**src/rtl/unet_map_dispatch_if.sv**
```systemverilog
// Bundle between the mapping-pointer dispatch engine, the base-address BRAM
// and the NFC command port. The engine side is master; BRAM/NFC side is slave.
interface unet_map_dispatch_if #(
  parameter int NUM_WAYS   = 8,
  parameter int DATA_WIDTH = 32
);
  logic [31:0]           ram_addr;
  logic                  ram_en;
  logic [DATA_WIDTH-1:0] ram_rd_data;
  logic [NUM_WAYS-1:0]   nfc_busy;
  logic                  cmd_valid;
  logic                  cmd_ready;
  logic [3:0]            cmd_way;
  logic [DATA_WIDTH-1:0] cmd_row;
  logic                  cmd_done;

  modport master (
    output ram_addr, ram_en, cmd_valid, cmd_way, cmd_row,
    input  ram_rd_data, nfc_busy, cmd_ready, cmd_done
  );

  modport slave (
    input  ram_addr, ram_en, cmd_valid, cmd_way, cmd_row,
    output ram_rd_data, nfc_busy, cmd_ready, cmd_done
  );
endinterface

```
**src/rtl/unet_map_dispatch.sv**
```systemverilog
// Fetches patches of mapping pointers from BRAM, decodes them into way/row
// commands, queues them and dispatches each one once its target way is free.
module unet_map_dispatch #(
  parameter int          NUM_WAYS          = 8,
  parameter int          DATA_WIDTH        = 32,
  parameter logic [31:0] START_ADDR        = 32'h4580_0000,
  parameter int          ENTRIES_PER_PATCH = 16,
  parameter int          PATCHES           = 2,
  parameter int          FIFO_DEPTH        = 4
) (
  input  logic                         clk,
  input  logic                         rst,
  input  logic                         start,
  unet_map_dispatch_if.master          bus,
  output logic                         uw_busy,
  output logic                         uw_ready,
  output logic                         module_finish,
  output logic [$clog2(PATCHES+1)-1:0] patch_num,
  output logic                         map_error
);

  localparam int CW   = $clog2(ENTRIES_PER_PATCH + 1);
  localparam int AW   = $clog2(FIFO_DEPTH);
  localparam int CNTW = AW + 1;
  localparam int PW   = $clog2(PATCHES + 1);

  localparam logic [1:0] S_IDLE  = 2'd0;
  localparam logic [1:0] S_FETCH = 2'd1;
  localparam logic [1:0] S_DRAIN = 2'd2;
  localparam logic [1:0] S_DONE  = 2'd3;

  logic [1:0]          state_q, state_d;
  logic [31:0]         addr_q, addr_d;
  logic [CW-1:0]       rd_cnt_q, rd_cnt_d;
  logic [CW-1:0]       done_cnt_q, done_cnt_d;
  logic [CW-1:0]       outst_q, outst_d;
  logic                rd_vld_q, rd_vld_d;
  logic [PW-1:0]       patch_q, patch_d;
  logic                finish_q, finish_d;
  logic                run_busy_q, run_busy_d;
  logic                err_q, err_d;
  logic [AW-1:0]       wr_ptr_q, wr_ptr_d;
  logic [AW-1:0]       rd_ptr_q, rd_ptr_d;
  logic [CNTW-1:0]     count_q, count_d;
  logic [NUM_WAYS-1:0] nfc_busy_q;

  logic [DATA_WIDTH-1:0] mem [FIFO_DEPTH];
  logic [DATA_WIDTH-1:0] head;
  logic [3:0]            in_way;
  logic [3:0]            head_way;
  logic [15:0]           way_blocked;
  logic                  in_way_ok;
  logic                  push;
  logic                  bad;
  logic                  pop;
  logic                  fifo_empty;
  logic                  cmd_valid_w;
  logic                  done_ok;
  logic                  room;
  logic                  rd_fire;

  // Ways beyond NUM_WAYS never reach the FIFO; treat them as permanently busy.
  for (genvar gi = 0; gi < 16; gi++) begin : g_way_blocked
    if (gi < NUM_WAYS) begin : g_real
      assign way_blocked[gi] = nfc_busy_q[gi];
    end else begin : g_absent
      assign way_blocked[gi] = 1'b1;
    end
  end

  assign in_way      = bus.ram_rd_data[DATA_WIDTH-1 -: 4];
  assign in_way_ok   = 32'(in_way) < 32'(NUM_WAYS);
  assign push        = rd_vld_q && in_way_ok;
  assign bad         = rd_vld_q && !in_way_ok;
  assign head        = mem[rd_ptr_q];
  assign head_way    = head[DATA_WIDTH-1 -: 4];
  assign fifo_empty  = (count_q == '0);
  assign cmd_valid_w = !fifo_empty && !way_blocked[head_way];
  assign pop         = cmd_valid_w && bus.cmd_ready;
  assign done_ok     = bus.cmd_done && (outst_q != '0);
  // The read in flight already has a FIFO slot reserved, so a push never overflows.
  assign room        = (32'(count_q) + 32'(rd_vld_q)) < 32'(FIFO_DEPTH);
  assign rd_fire     = (state_q == S_FETCH) && room;

  always_ff @(posedge clk) begin
    if (push) begin
      mem[wr_ptr_q] <= bus.ram_rd_data;
    end
  end

  always_comb begin
    state_d    = state_q;
    addr_d     = addr_q;
    rd_cnt_d   = rd_cnt_q;
    patch_d    = patch_q;
    finish_d   = finish_q;
    run_busy_d = run_busy_q;
    rd_vld_d   = rd_fire;
    wr_ptr_d   = wr_ptr_q + AW'(push);
    rd_ptr_d   = rd_ptr_q + AW'(pop);
    count_d    = count_q + CNTW'(push) - CNTW'(pop);
    outst_d    = outst_q + CW'(pop) - CW'(done_ok);
    done_cnt_d = done_cnt_q + CW'(done_ok) + CW'(bad);
    err_d      = err_q | bad;

    if (rd_fire) begin
      addr_d   = addr_q + 32'd4;
      rd_cnt_d = rd_cnt_q + CW'(1);
    end

    case (state_q)
      S_IDLE: begin
        if (start) begin
          state_d    = S_FETCH;
          addr_d     = START_ADDR;
          rd_cnt_d   = '0;
          done_cnt_d = '0;
          outst_d    = '0;
          patch_d    = '0;
          finish_d   = 1'b0;
          err_d      = 1'b0;
          run_busy_d = 1'b1;
        end
      end
      S_FETCH: begin
        if (rd_fire && (rd_cnt_q == CW'(ENTRIES_PER_PATCH - 1))) begin
          state_d = S_DRAIN;
        end
      end
      S_DRAIN: begin
        if (done_cnt_q == CW'(ENTRIES_PER_PATCH)) begin
          patch_d    = patch_q + PW'(1);
          done_cnt_d = '0;
          rd_cnt_d   = '0;
          if ((32'(patch_q) + 32'd1) < 32'(PATCHES)) begin
            state_d = S_FETCH;
          end else begin
            state_d    = S_DONE;
            finish_d   = 1'b1;
            run_busy_d = 1'b0;
          end
        end
      end
      default: begin
        state_d = S_IDLE;
      end
    endcase
  end

  always_ff @(posedge clk or posedge rst) begin
    if (rst) begin
      state_q    <= S_IDLE;
      addr_q     <= '0;
      rd_cnt_q   <= '0;
      done_cnt_q <= '0;
      outst_q    <= '0;
      rd_vld_q   <= 1'b0;
      patch_q    <= '0;
      finish_q   <= 1'b0;
      run_busy_q <= 1'b0;
      err_q      <= 1'b0;
      wr_ptr_q   <= '0;
      rd_ptr_q   <= '0;
      count_q    <= '0;
      nfc_busy_q <= '0;
    end else begin
      state_q    <= state_d;
      addr_q     <= addr_d;
      rd_cnt_q   <= rd_cnt_d;
      done_cnt_q <= done_cnt_d;
      outst_q    <= outst_d;
      rd_vld_q   <= rd_vld_d;
      patch_q    <= patch_d;
      finish_q   <= finish_d;
      run_busy_q <= run_busy_d;
      err_q      <= err_d;
      wr_ptr_q   <= wr_ptr_d;
      rd_ptr_q   <= rd_ptr_d;
      count_q    <= count_d;
      nfc_busy_q <= bus.nfc_busy;
    end
  end

  // Head payload only moves on a pop, so it is stable while a command waits.
  assign bus.ram_addr  = addr_q;
  assign bus.ram_en    = rd_fire;
  assign bus.cmd_valid = cmd_valid_w;
  assign bus.cmd_way   = fifo_empty ? 4'd0 : head_way;
  assign bus.cmd_row   = fifo_empty ? '0 : {4'b0, head[DATA_WIDTH-5:0]};
  assign uw_busy       = run_busy_q;
  assign uw_ready      = (state_q == S_IDLE);
  assign module_finish = finish_q;
  assign patch_num     = patch_q;
  assign map_error     = err_q;

endmodule

```
**src/flat_wrapper.sv**
```systemverilog
// flat-port wrapper written by rule: the top's interface ports become plain ports
module unet_map_dispatch_flat 
#(
  parameter int          NUM_WAYS          = 8,
  parameter int          DATA_WIDTH        = 32,
  parameter logic [31:0] START_ADDR        = 32'h4580_0000,
  parameter int          ENTRIES_PER_PATCH = 16,
  parameter int          PATCHES           = 2,
  parameter int          FIFO_DEPTH        = 4
)
  (clk, rst, start, uw_busy, uw_ready, module_finish, patch_num, map_error, bus_ram_addr, bus_ram_en, bus_cmd_valid, bus_cmd_way, bus_cmd_row, bus_ram_rd_data, bus_nfc_busy, bus_cmd_ready, bus_cmd_done);
  unet_map_dispatch_if #(.NUM_WAYS(NUM_WAYS), .DATA_WIDTH(DATA_WIDTH)) bus_i ();
  input  logic clk;
  input  logic rst;
  input  logic start;
  output logic uw_busy;
  output logic uw_ready;
  output logic module_finish;
  output logic [$clog2(PATCHES+1)-1:0] patch_num;
  output logic map_error;
  output wire logic [$bits(bus_i.ram_addr)-1:0] bus_ram_addr;
  output wire logic [$bits(bus_i.ram_en)-1:0] bus_ram_en;
  output wire logic [$bits(bus_i.cmd_valid)-1:0] bus_cmd_valid;
  output wire logic [$bits(bus_i.cmd_way)-1:0] bus_cmd_way;
  output wire logic [$bits(bus_i.cmd_row)-1:0] bus_cmd_row;
  input wire logic [$bits(bus_i.ram_rd_data)-1:0] bus_ram_rd_data;
  input wire logic [$bits(bus_i.nfc_busy)-1:0] bus_nfc_busy;
  input wire logic [$bits(bus_i.cmd_ready)-1:0] bus_cmd_ready;
  input wire logic [$bits(bus_i.cmd_done)-1:0] bus_cmd_done;
  assign bus_ram_addr = bus_i.ram_addr;
  assign bus_ram_en = bus_i.ram_en;
  assign bus_cmd_valid = bus_i.cmd_valid;
  assign bus_cmd_way = bus_i.cmd_way;
  assign bus_cmd_row = bus_i.cmd_row;
  assign bus_i.ram_rd_data = bus_ram_rd_data;
  assign bus_i.nfc_busy = bus_nfc_busy;
  assign bus_i.cmd_ready = bus_cmd_ready;
  assign bus_i.cmd_done = bus_cmd_done;
  unet_map_dispatch #(.NUM_WAYS(NUM_WAYS), .DATA_WIDTH(DATA_WIDTH), .START_ADDR(START_ADDR), .ENTRIES_PER_PATCH(ENTRIES_PER_PATCH), .PATCHES(PATCHES), .FIFO_DEPTH(FIFO_DEPTH)) u_core (.clk(clk), .rst(rst), .start(start), .bus(bus_i), .uw_busy(uw_busy), .uw_ready(uw_ready), .module_finish(module_finish), .patch_num(patch_num), .map_error(map_error));
endmodule
```
**config.mk**
```make
export PLATFORM = sky130hd
export DESIGN_NAME = unet_map_dispatch_flat
export DESIGN_NICKNAME = d
export VERILOG_FILES = /design/src/rtl/unet_map_dispatch_if.sv /design/src/rtl/unet_map_dispatch.sv /design/src/flat_wrapper.sv
export SDC_FILE = /design/constraint.sdc
export NUM_CORES = 1
export LEC_CHECK = 0
export ABC_AREA = 1
export BUFFER_PORTS_ARGS = -buffer_cell sky130_fd_sc_hd__clkbuf_2
export CAP_MARGIN = 20
export CORE_MARGIN = 1
export CORE_UTILIZATION = 49
export CTS_CLUSTER_SIZE = 30
export DETAILED_ROUTE_END_ITERATION = 12
export PLACE_DENSITY = 0.7
export SETUP_SLACK_MARGIN = 0.15
export SKIP_CTS_REPAIR_TIMING = 1
export SYNTH_ARGS = -nofsm -noshare
export SYNTH_HDL_FRONTEND = slang
export SYNTH_SLANG_ARGS = --single-unit
export TNS_END_PERCENT = 5
```
**constraint.sdc**
```tcl
create_clock -name clk -period 10.9 [get_ports clk]
set_clock_uncertainty 0.15 [all_clocks]
set_input_delay 1.635 -clock clk [delete_from_list [all_inputs] [get_ports clk]]
set_output_delay 1.635 -clock clk [all_outputs]
set_load 0.03 [all_outputs]
```
======== Word-level counts from Yosys, hierarchy flattened ========
Memory sizes are Yosys's and may differ from the RTL's.
Cells that the tools add are included.
word-level totals
  memories ................................ 1
  input bits .............................. 45
  bits in latches ......................... 0
  ROM bits ................................ 0
  memory bits (writable) .................. 128
  bits in registers ....................... 70
cells by class
  add/subtract/negate cells ............... 13
  div/mod/pow operators ................... 0
  multiplexer cells ....................... 36
  $mul .................................... 0
  equality and inequality tests ........... 8
  shift-type cells ........................ 0
  $lt $le $gt $ge ......................... 4
  bitwise logic cells ..................... 1
  reductions and logical operators ........ 17
memory list
  name        words  bits a word  rd ports  clocked after Yosys merged registers in  wr ports  RTL line                 source
  u_core.mem  4      32           1         0                                        1         unet_map_dispatch.sv:47  logic [DATA_WIDTH-1:0] mem [FIFO_DEPTH];
operators by type and width
  operator                 number
  $mux W32                 3
  $mux W5                  7
  $add A32 B3 Y32 const B  1
  $lt A32 B2 Y1 const B    1
  $lt A32 B3 Y1 const B    1
  $mux W28                 1
  $pmux W5 S2              2
  $add A5 B1 Y5            3
  $mux W2                  6
  $mux W1                  11
  $logic_and A1 B1 Y1      7
  $ne A2 B2 Y1 const B     3
  $pmux W2 S3              1
  $reduce_and A3 Y1        2
  $add A5 B1 Y5 const B    1
  $eq A5 B4 Y1 const B     1
  $eq A5 B5 Y1 const B     1
  $lt A4 B5 Y1 const B     1
  $reduce_bool A5 Y1       1
  $sub A5 B1 Y5            1
  $add A2 B1 Y2            2
  $add A3 B1 Y4            1
  $bmux W1 S4              1
  $lt A4 B4 Y1 const B     1
  16 further kinds         19

======== Logic depth before layout (Yosys ltp) ========
An unclocked memory read counts as a cell.
  depth in word-level cells ............... 10
  gate-level depth with buffers ........... 17
  depth with buffers taken out ............ 17

======== Worst setup path after synthesis ========
No wires, ideal clock.
  kind .................................... input to register
  from .................................... input bus_ram_rd_data[31]
  to ...................................... memory u_core.mem[0][0], enable pin
  data arrival time ....................... 4.104 ns
  setup slack ............................. 6.185 ns
  stages .................................. 3
  path through ............................ nor2_1 -> inv_1 -> nor3_1
on the way
  longest elaborated chain between the ends .. 4
ends and longest elaborated chain
  what                           RTL line                 source
  start, declared                flat_wrapper.sv:26       input wire logic [$bits(bus_i.ram_rd_data)-1:0] bus_ram_rd_data;
  $lt A4 B4 Y1                   unet_map_dispatch.sv:72  assign in_way_ok = 32'(in_way) < 32'(NUM_WAYS);
  $logic_and A1 B1 Y1            unet_map_dispatch.sv:73  assign push = rd_vld_q && in_way_ok;
  $mux W1                        unet_map_dispatch.sv:86  if (push) begin
  $mux W1 (implied by the code)  unet_map_dispatch.sv:87  mem[wr_ptr_q] <= bus.ram_rd_data;
  end, declared                  unet_map_dispatch.sv:47
No other way between the ends.

======== Final worst setup path ========
  from .................................... register u_core.rd_ptr_q[1]
  to ...................................... output bus_cmd_valid
on the way
  longest elaborated chain between the ends .. 5
ends and longest elaborated chain
  what                           RTL line                  source
  start, declared                unet_map_dispatch.sv:43   logic [AW-1:0] rd_ptr_q, rd_ptr_d;
  start signal, assigned         unet_map_dispatch.sv:178  rd_ptr_q <= rd_ptr_d;
  $mem_v2 Z4 W32                 -
  $bmux W1 S4                    unet_map_dispatch.sv:78   assign cmd_valid_w = !fifo_empty && !way_blocked[head_way];
  $mux W1 (implied by the code)  unet_map_dispatch.sv:78
  $logic_not A1 Y1               unet_map_dispatch.sv:78
  $logic_and A1 B1 Y1            unet_map_dispatch.sv:78
  end, declared                  flat_wrapper.sv:23        output wire logic [$bits(bus_i.cmd_valid)-1:0] bus_cmd_valid;
No other way between the ends. The select of a mux whose other input is x is not followed.

==> flow_summary.json <==
{
  "status": "completed",
  "r2r_cells": 16,
  "num_rows": 48,
  "path_buf_inv": 3,
  "drt-total-wl_um": 18400,
  "vias": 6271,
  "max_slew.worst_pin.slew_ns": 0.876,
  "routabilityCongestion": 0.845,
  "cts_root_buffer": "clkbuf_16",
  "die_w_um": 136,
  "synth_warnings": 0,
  "power.density_nw_per_um2": 270,
  "cp.arrival_ns": 2.90,
  "synth_area_leaders": "edfxtp_1, dfrtp_1, nor2_1",
  "crit_path_cell_trace": "inv_2, nand3_1, nand2_1, nand2_1, nand3_1, nand2_1, nand2_1, nand3_1, inv_1, clkbuf_2",
  "insertion_delay_ns": 0.44,
  "wire_per_inst_um": 15.0,
  "antenna_found_initial": 1,
  "drtAntennaViolNets": 0,
  "cts_made_buffers": 17,
  "timing.final.crit_period_ns": 4.69,
  "core-area_um2": 17400,
  "synth.most_common_cell": "nor2_1",
  "critPathCaptureType": "output pin",
  "crit_top_cell": "nand2_1",
  "grt_pass1_vias": 5769,
  "via_per_inst": 5.12,
  "synth-seq-area-share_pct": 63.4,
  "critPathSlowestCell": "dfrtp_1",
  "final_core_util_pct": 58.6,
  "synthToLayoutAreaGrowth_pct": 16.4,
  "worstSetupPathType": "flip-flop to output pin",
  "fin_crit_sh_pct": 43.0,
  "die_h_um": 136,
  "slew_headroom_pct": 41.5,
  "pre_cts_slack_ns": 6.05,
  "cts.sinks": 196,
  "final.fill_count": 1423,
  "synth_ff_type": "edfxtp_1",
  "die-area_um2": 18400,
  "irDropWorstVdd_mv": 0.159,
  "num_io_pins": 121,
  "crit_cells": 10,
  "hold_viol_final": 0,
  "max_stage_delay_ns": 0.65,
  "worstHoldStart": "u_core.uw_busy",
  "hpwl_um": 12200,
  "grt_usage_pct": 20.7,
  "finalSetupTns_ns": 0,
  "numPortBuffers": 114,
  "yosysTopAreaCellShare_pct": 43.9,
  "grt_pass1_wl_um": 28700,
  "drv_cap": 0,
  "netlist_area_um2": 8750,
  "worstHoldEndpoint": "u_core.uw_busy",
  "synth_area_per_cell_um2": 10.0,
  "seq_area_um2": 5550,
  "multi_input_area_um2": 2770,
  "critPathLaunchType": "flip-flop",
  "n_antenna_cell": 0,
  "grt_max_degree": 70,
  "cp_data_required_time_ns": 9.12,
  "synthTopCellsByCount": "nor2_1, edfxtp_1, nand2_1, inv_1, o21ai_0",
  "cp_top_family": "buffers and inverters",
  "layout_setup_ws_ns": 6.21,
  "synth_edf_count": 128,
  "nets": 1051,
  "drc": 0,
  "r2r_setup_slack_ns": 7.14,
  "yosysTopAreaCell": "edfxtp_1",
  "cp_max_fo": 35,
  "final-max-slew-violation-count": 0,
  "crit-reg2reg-launch": "u_core.rd_ptr_q[1]",
  "ys_seq_elements": 196,
  "drt_iter0_drc": 390,
  "drive_above_1_share_pct": 18.0,
  "p_leak_nw": 4.21,
  "rsz0062_at_grt": "false",
  "grt_overflow": 0,
  "synth_cells": 873,
  "finalSetupViolCount": 0,
  "hold_class": "flip-flop to flip-flop",
  "max_freq_mhz": 213,
  "synth_cell_type_count": 35,
  "path_clk_slew_ns": 0.08,
  "cts_max_level": 4,
  "start_util_pct": 50.4,
  "async_reset_ff_share_pct": 34.7,
  "r2r-end": "u_core.outst_q[4]",
  "cts_tree": "built",
  "drtPass1Iterations": 5,
  "cts_buffer_depth": 2,
  "holdPathStages": 2
}
-- placed cells by master, fill, tap and decap left out, drive strengths merged, types with 3 or more instances in the layout --
| cell | n |
|---|---|
| a21oi | 48 |
| nand2 | 118 |
| clkinv | 6 |
| nor2 | 208 |
| fa | 3 |
| o21ai | 80 |
| nand3 | 38 |
| buf | 11 |
| xor2 | 10 |
| xnor2 | 6 |
| dfrtp | 68 |
| conb | 6 |
| nor3 | 13 |
| edfxtp | 128 |
| nand4 | 7 |
| clkbuf | 131 |
| inv | 87 |
| ha | 16 |
| nand3b | 4 |
-- where the power goes --
part           switching [mW]  internal, mW
clock                   0.304         0.311
sequential             0.0916         0.903
combinational           0.795         0.342
-- sequential cells by signal, indices dropped and copies added (netlist names), 2 cells and up --
name / count
u_core.bus.ram_addr: 30
u_core.count_q: 3
u_core.done_cnt_q: 5
u_core.mem: 128
u_core.nfc_busy_q: 8
u_core.outst_q: 5
u_core.patch_num: 2
u_core.rd_cnt_q: 5
u_core.rd_ptr_q: 2
u_core.state_q: 2
u_core.wr_ptr_q: 2
-- tightest hold or removal path: stages (launching register included) --
cell	delay [ns]
dfrtp_1	0.36
nand2_1	0.05
nand2_1	0.05
-- per-stage QoR --
step / instances / power, mW / instance area (um2) / hold slack, ns
3_3_place_gp: 1190 / 2.11 / 9520 / 0.308
5_1_grt: 1225 / 2.93 / 10200 / 0.381
6_report: 1225 / 2.75 / 10200 / 0.338
3_5_place_dp: 1191 / 2.14 / 9550 / 0.322
4_1_cts: 1223 / 2.76 / 10100 / 0.342
2_1_floorplan: 878 / 1.84 / 8760 / 0.333
-- area by class of cell --
class                           count  share of cell area [%]
Multi-Input combinational cell    569                    27.2
Clock buffer                       17                    4.18
Timing Repair Buffer              125                    6.77
Clock inverter                     15                    1.70
Inverter                           78                    2.90
Tap cell                          225                    2.77
Sequential cell                   196                    54.5
-- routing by layer --
layer  vias up  track usage [%]  share of wire, %
met4         2             8.36               2.2
met1      2933             27.3                44
met2       191             33.3                48
met5         -                0             0.065
li1       3115                -                 -
met3        30             4.23               5.5
-- cell families after synthesis --
| family | share of synthesized area (%) |
|---|---|
| simple gates | 18.5 |
| fa+ha+maj | 2.98 |
| buf+inv | 5.46 |
| xor+xnor | 1.60 |
| other cells | 0.0429 |
| compound gates | 8.04 |
| flops | 63.4 |
-- worst max path at each step --
stage / from / end / slack [ns]
after floorplan: bus_ram_rd_data[31] / u_core.mem[0][0] / 6.19
after global placement: u_core.rd_ptr_q[0] / bus_cmd_valid / 6.09
after detailed placement: u_core.rd_ptr_q[0] / bus_cmd_valid / 6.05
after CTS: u_core.rd_ptr_q[0] / bus_cmd_valid / 5.60
after global routing: u_core.rd_ptr_q[1] / bus_cmd_valid / 6.02
final: u_core.rd_ptr_q[1] / bus_cmd_valid / 6.21
(Power assumes the default switching activity.)
